### config.mk
export PLATFORM = sky130hd
export DESIGN_NAME = hazard_ctrl
export DESIGN_NICKNAME = d
export VERILOG_FILES = /design/src/rtl/hazard_pkg.sv /design/src/rtl/fwd_sel.sv /design/src/rtl/hazard_ctrl.sv
export SDC_FILE = /design/constraint.sdc
export NUM_CORES = 1
export LEC_CHECK = 0
export CELL_PAD_IN_SITES_DETAIL_PLACEMENT = 0
export CELL_PAD_IN_SITES_GLOBAL_PLACEMENT = 1
export CORE_AREA = 2 2 106 108
export DETAILED_ROUTE_END_ITERATION = 10
export DIE_AREA = 0 0 108 110
export GPL_TIMING_DRIVEN = 0
export PLACE_DENSITY_LB_ADDON = 0.2
export SYNTH_ARGS = -nofsm -noshare
export SYNTH_HDL_FRONTEND = slang
export SYNTH_SLANG_ARGS = --single-unit
export TNS_END_PERCENT = 50
### constraint.sdc
create_clock -name clk -period 3.9 [get_ports clk]
set_input_delay 0.585 -clock clk [delete_from_list [all_inputs] [get_ports clk]]
set_output_delay 0.585 -clock clk [all_outputs]
set_load 0.02 [all_outputs]
### src/rtl/hazard_pkg.sv
// Shared constants for the pipeline hazard unit: forward selects,
// result-source encoding and stall FSM state encoding.
package hazard_pkg;

    localparam logic [1:0] FWD_RF = 2'b00;
    localparam logic [1:0] FWD_W  = 2'b01;
    localparam logic [1:0] FWD_M  = 2'b10;

    localparam logic [1:0] RESULT_LOAD = 2'b01;

    localparam logic [0:0] IDLE   = 1'b0;
    localparam logic [0:0] LSTALL = 1'b1;

endpackage

### src/rtl/fwd_sel.sv
// Per-operand forwarding comparator: picks the youngest stage (M before W)
// that writes the register this operand reads.
module fwd_sel
    import hazard_pkg::*;
#(
    parameter int REG_AW = 5,
    parameter bit FWD_EN = 1'b1
) (
    input  logic [REG_AW-1:0] rs,
    input  logic [REG_AW-1:0] rd_m,
    input  logic [REG_AW-1:0] rd_w,
    input  logic              we_m,
    input  logic              we_w,
    output logic [1:0]        sel
);

    logic hit_m;
    logic hit_w;

    // x0 never matches because it always reads as zero
    assign hit_m = we_m && (rs != '0) && (rs == rd_m);
    assign hit_w = we_w && (rs != '0) && (rs == rd_w);

    always_comb begin
        sel = FWD_RF;
        if (FWD_EN) begin
            if (hit_m) begin
                sel = FWD_M;
            end else if (hit_w) begin
                sel = FWD_W;
            end
        end
    end

endmodule

### src/rtl/hazard_ctrl.sv
// Hazard unit for the 5-stage core: forwarding selects, load-use and RAW
// stalls, branch flushes and saturating stall/flush performance counters.
module hazard_ctrl
    import hazard_pkg::*;
#(
    parameter int NREGS    = 32,
    parameter int REG_AW   = $clog2(NREGS),
    parameter int LOAD_LAT = 1,
    parameter bit FWD_EN   = 1'b1,
    parameter int CNT_W    = 32
) (
    input  logic              clk,
    input  logic              reset,
    input  logic [REG_AW-1:0] Rs1D,
    input  logic [REG_AW-1:0] Rs2D,
    input  logic [REG_AW-1:0] Rs1E,
    input  logic [REG_AW-1:0] Rs2E,
    input  logic [REG_AW-1:0] RdE,
    input  logic [REG_AW-1:0] RdM,
    input  logic [REG_AW-1:0] RdW,
    input  logic              RegWriteE,
    input  logic              RegWriteM,
    input  logic              RegWriteW,
    input  logic [1:0]        ResultSrcE,
    input  logic              PCSrcE,
    input  logic              perf_clr,
    output logic [1:0]        ForwardAE,
    output logic [1:0]        ForwardBE,
    output logic              StallF,
    output logic              StallD,
    output logic              FlushD,
    output logic              FlushE,
    output logic              lwStall,
    output logic [CNT_W-1:0]  stall_cnt,
    output logic [CNT_W-1:0]  flush_cnt
);

    localparam logic [3:0] LAT_M1 = 4'(LOAD_LAT - 1);

    logic [0:0] state;
    logic [0:0] state_nx;
    logic [3:0] cnt;
    logic [3:0] cnt_nx;
    logic       load_use;
    logic       raw_stall;
    logic       stall_any;

    function automatic logic hit(input logic [REG_AW-1:0] rs,
                                 input logic [REG_AW-1:0] rd,
                                 input logic              we);
        return we && (rs != '0) && (rs == rd);
    endfunction

    fwd_sel #(.REG_AW(REG_AW), .FWD_EN(FWD_EN)) u_fwd_a (
        .rs(Rs1E), .rd_m(RdM), .rd_w(RdW),
        .we_m(RegWriteM), .we_w(RegWriteW), .sel(ForwardAE)
    );

    fwd_sel #(.REG_AW(REG_AW), .FWD_EN(FWD_EN)) u_fwd_b (
        .rs(Rs2E), .rd_m(RdM), .rd_w(RdW),
        .we_m(RegWriteM), .we_w(RegWriteW), .sel(ForwardBE)
    );

    assign load_use = (ResultSrcE == RESULT_LOAD) && (RdE != '0)
                      && ((RdE == Rs1D) || (RdE == Rs2D));

    // Without forwarding every in-flight writer of a D source must drain first
    always_comb begin
        raw_stall = 1'b0;
        if (!FWD_EN) begin
            raw_stall = reset &&
                        (hit(Rs1D, RdE, RegWriteE) || hit(Rs1D, RdM, RegWriteM) ||
                         hit(Rs1D, RdW, RegWriteW) || hit(Rs2D, RdE, RegWriteE) ||
                         hit(Rs2D, RdM, RegWriteM) || hit(Rs2D, RdW, RegWriteW));
        end
    end

    assign lwStall   = reset && ((state == LSTALL) || load_use);
    assign stall_any = lwStall || raw_stall;
    assign StallF    = reset && stall_any && !PCSrcE;
    assign StallD    = reset && stall_any && !PCSrcE;
    assign FlushD    = reset && PCSrcE;
    assign FlushE    = reset && (stall_any || PCSrcE);

    // A taken branch squashes the stalled D instruction, so it cancels the hold
    always_comb begin
        state_nx = state;
        cnt_nx   = cnt;
        if (PCSrcE) begin
            state_nx = IDLE;
            cnt_nx   = '0;
        end else if (state == LSTALL) begin
            if (cnt == 4'd1) begin
                state_nx = IDLE;
                cnt_nx   = '0;
            end else begin
                cnt_nx = cnt - 4'd1;
            end
        end else if (load_use && (LOAD_LAT > 1)) begin
            state_nx = LSTALL;
            cnt_nx   = LAT_M1;
        end
    end

    always_ff @(posedge clk or negedge reset) begin
        if (!reset) begin
            state <= IDLE;
            cnt   <= '0;
        end else begin
            state <= state_nx;
            cnt   <= cnt_nx;
        end
    end

    always_ff @(posedge clk or negedge reset) begin
        if (!reset) begin
            stall_cnt <= '0;
            flush_cnt <= '0;
        end else if (perf_clr) begin
            stall_cnt <= '0;
            flush_cnt <= '0;
        end else begin
            if (StallD && (stall_cnt != '1)) begin
                stall_cnt <= stall_cnt + CNT_W'(1);
            end
            if (PCSrcE && (flush_cnt != '1)) begin
                flush_cnt <= flush_cnt + CNT_W'(1);
            end
        end
    end

endmodule

==> results_dict.tcl <==
set metrics [dict create \
    post_synthesis_net_count 480 \
    std_cell_rows 38 \
    tritoncts "done" \
    numCtsBuffers 9 \
    insertion_delay_to_the_later_sink_of_the_worst_skew_pair_ns 0.34 \
    irDropWorstVdd_mv 0.173 \
    ratio_of_routed_vias_to_standard_cells 4.99 \
    floorplan.io_pins 117 \
    place_area_mm2 0.00530 \
    die_height_um 110 \
    final_common_cell "sky130_fd_sc_hd__clkdlybuf4s50_1" \
    area_growth_pct 38.4 \
    result_of_the_run "finished clean" \
    postLayoutCoreUtil_pct 51.2 \
    hpwlAfterDp_mm 7.77 \
    tightest_slew_ns 0.719 \
    cap_violations 0 \
    grt_antenna_before_repair 0 \
    finalWeightedCongestion 0.800 \
    globalRouteTotalUtil_pct 18.3 \
    first_global_vias 3390 \
    cts_num_sinks 69 \
    syn_area_mm2 0.00396 \
    vias 3509 \
    ff2ff_path_depth 8 \
    regToRegStartpoint "flush_cnt[0]$_DFFE_PN0P_" \
    timing.reg2reg.setup_slack_ns 1.55 \
    drt_pass1_iterations 4 \
    power.leakage_nw 2.19 \
    postCtsSetupRepairBufs 0 \
    drt-initial-drc-count 132 \
    drc 0 \
    crit_type "in2out" \
    fp.dieArea_mm2 0.0119 \
    fin_worst_hold_slack_ns 0.183 \
    ys.flop_type "sky130_fd_sc_hd__dfrtp_1" \
    period_minus_slack_ns 3.44 \
    grt_overflow 0 \
    layout_worst_path_cycle_share_pct 88.2 \
    wl_per_cell_um 15.0 \
    asyncSetResetFlopFracSynth_pct 100 \
    r2r_end "flush_cnt[21]$_DFFE_PN0P_" \
    grt_start_max_net_pins 43 \
    postSynthAreaPerCell_um2 9.16 \
    h-tree-depth 3 \
    synthesized_instance_count 432 \
    hold_path.class "in2async" \
    slew_violations 0 \
    fmax_mhz 291 \
    max-clock-path-buffers 2 \
    design.final.nets 606 \
    final_area_mm2 0.00547 \
    port-buffer-count 114 \
    route.final.wire_length_mm 10.5 \
    synthesis.yosys.warnings 0 \
    antenna_diodes 0 \
    ctsHoldBuffers 0 \
    global_route_wire_length_before_repair_mm 17.0 \
    seq_area_frac_synth_pct 43.7 \
    crit_path_end_kind "output port" \
    horizontal_extent_of_the_die_um 108 \
    final_hold_viols 0 \
    power_density_mw_per_mm2 257 \
    grt_setup_unrepaired "no" \
    initial_standard_cell_utilization_of_the_core_pct 37.0 \
    crit_path_start_kind "primary input" \
    ant_nets 0 \
    most-common-layout-cells "sky130_fd_sc_hd__clkdlybuf4s50_1 (113), sky130_fd_sc_hd__nor2_1 (75), sky130_fd_sc_hd__dfrtp_1 (69)" \
    critPathRequiredTime_ns 3.31 \
    synth_cell_type_count 41 \
    finClkSkew_ns 0.00656 \
    coreArea_mm2 0.0107 \
    clk_pin_slew_worst_paths_ns 0.07 \
    critical_path_peak_fanout 6 \
    ys_ff_latch 69 \
    finalSetupViolCount 0 \
    post_cts_resized 0 \
    worst-endpoint-arrival_ns 2.85 \
    drive_above_1_share_pct 5.51 \
    synth-edff-count 0 \
    clock_tree.root_cell "sky130_fd_sc_hd__clkbuf_8" \
    max-slew-margin-rel_pct 51.4 \
]
## cells in the mapped netlist (2+ instances only)
cell type                   count  area, um^2
sky130_fd_sc_hd__inv_1          8        30.0
sky130_fd_sc_hd__nor2_1        75         282
sky130_fd_sc_hd__or3_1          6        37.5
sky130_fd_sc_hd__buf_2          3        15.0
sky130_fd_sc_hd__clkbuf_1       9        33.8
sky130_fd_sc_hd__dfrtp_1       69        1730
sky130_fd_sc_hd__a21oi_1        9        45.0
sky130_fd_sc_hd__nor4_1         7        43.8
sky130_fd_sc_hd__or4_1          3        22.5
sky130_fd_sc_hd__and4_1         7        61.3
sky130_fd_sc_hd__nor3_1         8        40.0
sky130_fd_sc_hd__o21ai_0        9        45.0
sky130_fd_sc_hd__xor2_1        55         482
sky130_fd_sc_hd__nand2_1       32         120
sky130_fd_sc_hd__and2_1         5        31.3
sky130_fd_sc_hd__nor2b_1        2        12.5
sky130_fd_sc_hd__xnor2_1       29         254
sky130_fd_sc_hd__ha_1           4        50.1
sky130_fd_sc_hd__nand4_1       29         181
sky130_fd_sc_hd__and3_1        17         106
sky130_fd_sc_hd__o2111ai_1      2        17.5
sky130_fd_sc_hd__nand3_1       23         115
sky130_fd_sc_hd__buf_4          3        22.5
## cell families (layout without fill, tap and decap cells)
kind of cell | after synthesis | after routing | synth area share, %
flip-flops | 69 | 69 | 43.7
adder cells (fa/ha/maj) | 4 | 4 | 1.27
AO/OA/AOI/OAI | 29 | 29 | 5.19
buffers and inverters | 23 | 154 | 2.56
AND/OR/NAND/NOR | 220 | 220 | 27.9
XOR/XNOR | 84 | 84 | 18.6
multiplexers | 3 | 3 | 0.822
## how the worst max path moves through the flow
stage / from / endpoint / slack (ns) / cells past startpoint
floorplan: Rs1E[1] / ForwardAE[0] / 1.31 / 4
global placement: reset / StallF / -2.00 / 6
detailed placement: RdE[1] / StallF / 0.47 / 7
CTS: RdE[1] / StallF / 0.47 / 7
global route: RdE[1] / StallF / 0.37 / 7
finish: RdE[1] / StallF / 0.46 / 7
## cell type report
class	count	area (um^2)
fill	1038	5220
timing repair buffer	115	1170
clock buffer	12	155
sequential	69	1730
tap	140	175
inverter	8	30.0
multi-input combinational	340	2130
clock inverter	4	22.5
buffer	15	71.3
## stage by stage
step	cells	TNS (ns)	total power [mW]	setup slack, ns
floorplan	432	0	0.790	1.31
global placement	686	-90.12	0.878	-2.00
detailed placement	687	0	0.883	0.466
CTS	703	0	1.43	0.466
global route	703	0	1.47	0.369
finish	703	0	1.41	0.461
## sequential cells by signal, summed over array words and instances (netlist names)
| signal | flops |
|---|---|
| cnt | 4 |
| flush_cnt | 32 |
| stall_cnt | 32 |
| state | 1 |
## report_power, final
group / leakage [nW] / switching (mW) / internal, mW
sequential: 0.963 / 0.00326 / 0.717
combinational: 1.13 / 0.0731 / 0.0725
clock: 0.0921 / 0.279 / 0.263
## worst max-delay path, cell delays in order
cell	delay, ns
sky130_fd_sc_hd__clkdlybuf4s50_1	0.47
sky130_fd_sc_hd__or4_1	0.53
sky130_fd_sc_hd__o2111ai_1	0.28
sky130_fd_sc_hd__o21a_2	0.24
sky130_fd_sc_hd__nor2_1	0.07
sky130_fd_sc_hd__buf_4	0.15
sky130_fd_sc_hd__clkdlybuf4s50_1	0.52
## layer usage
metal  GRT usage, %  wire length [um]  vias to the layer above  share of wire [%]
li1               -                 -                     1748                  -
met1           23.6              4800                     1685                 46
met2           30.8              5160                       65                 49
met3           4.06               428                       11                4.1
met4           5.77               129                        0                1.2
met5              0                 0                        -                  0
No activity file was read; power rests on OpenSTA's default activity.
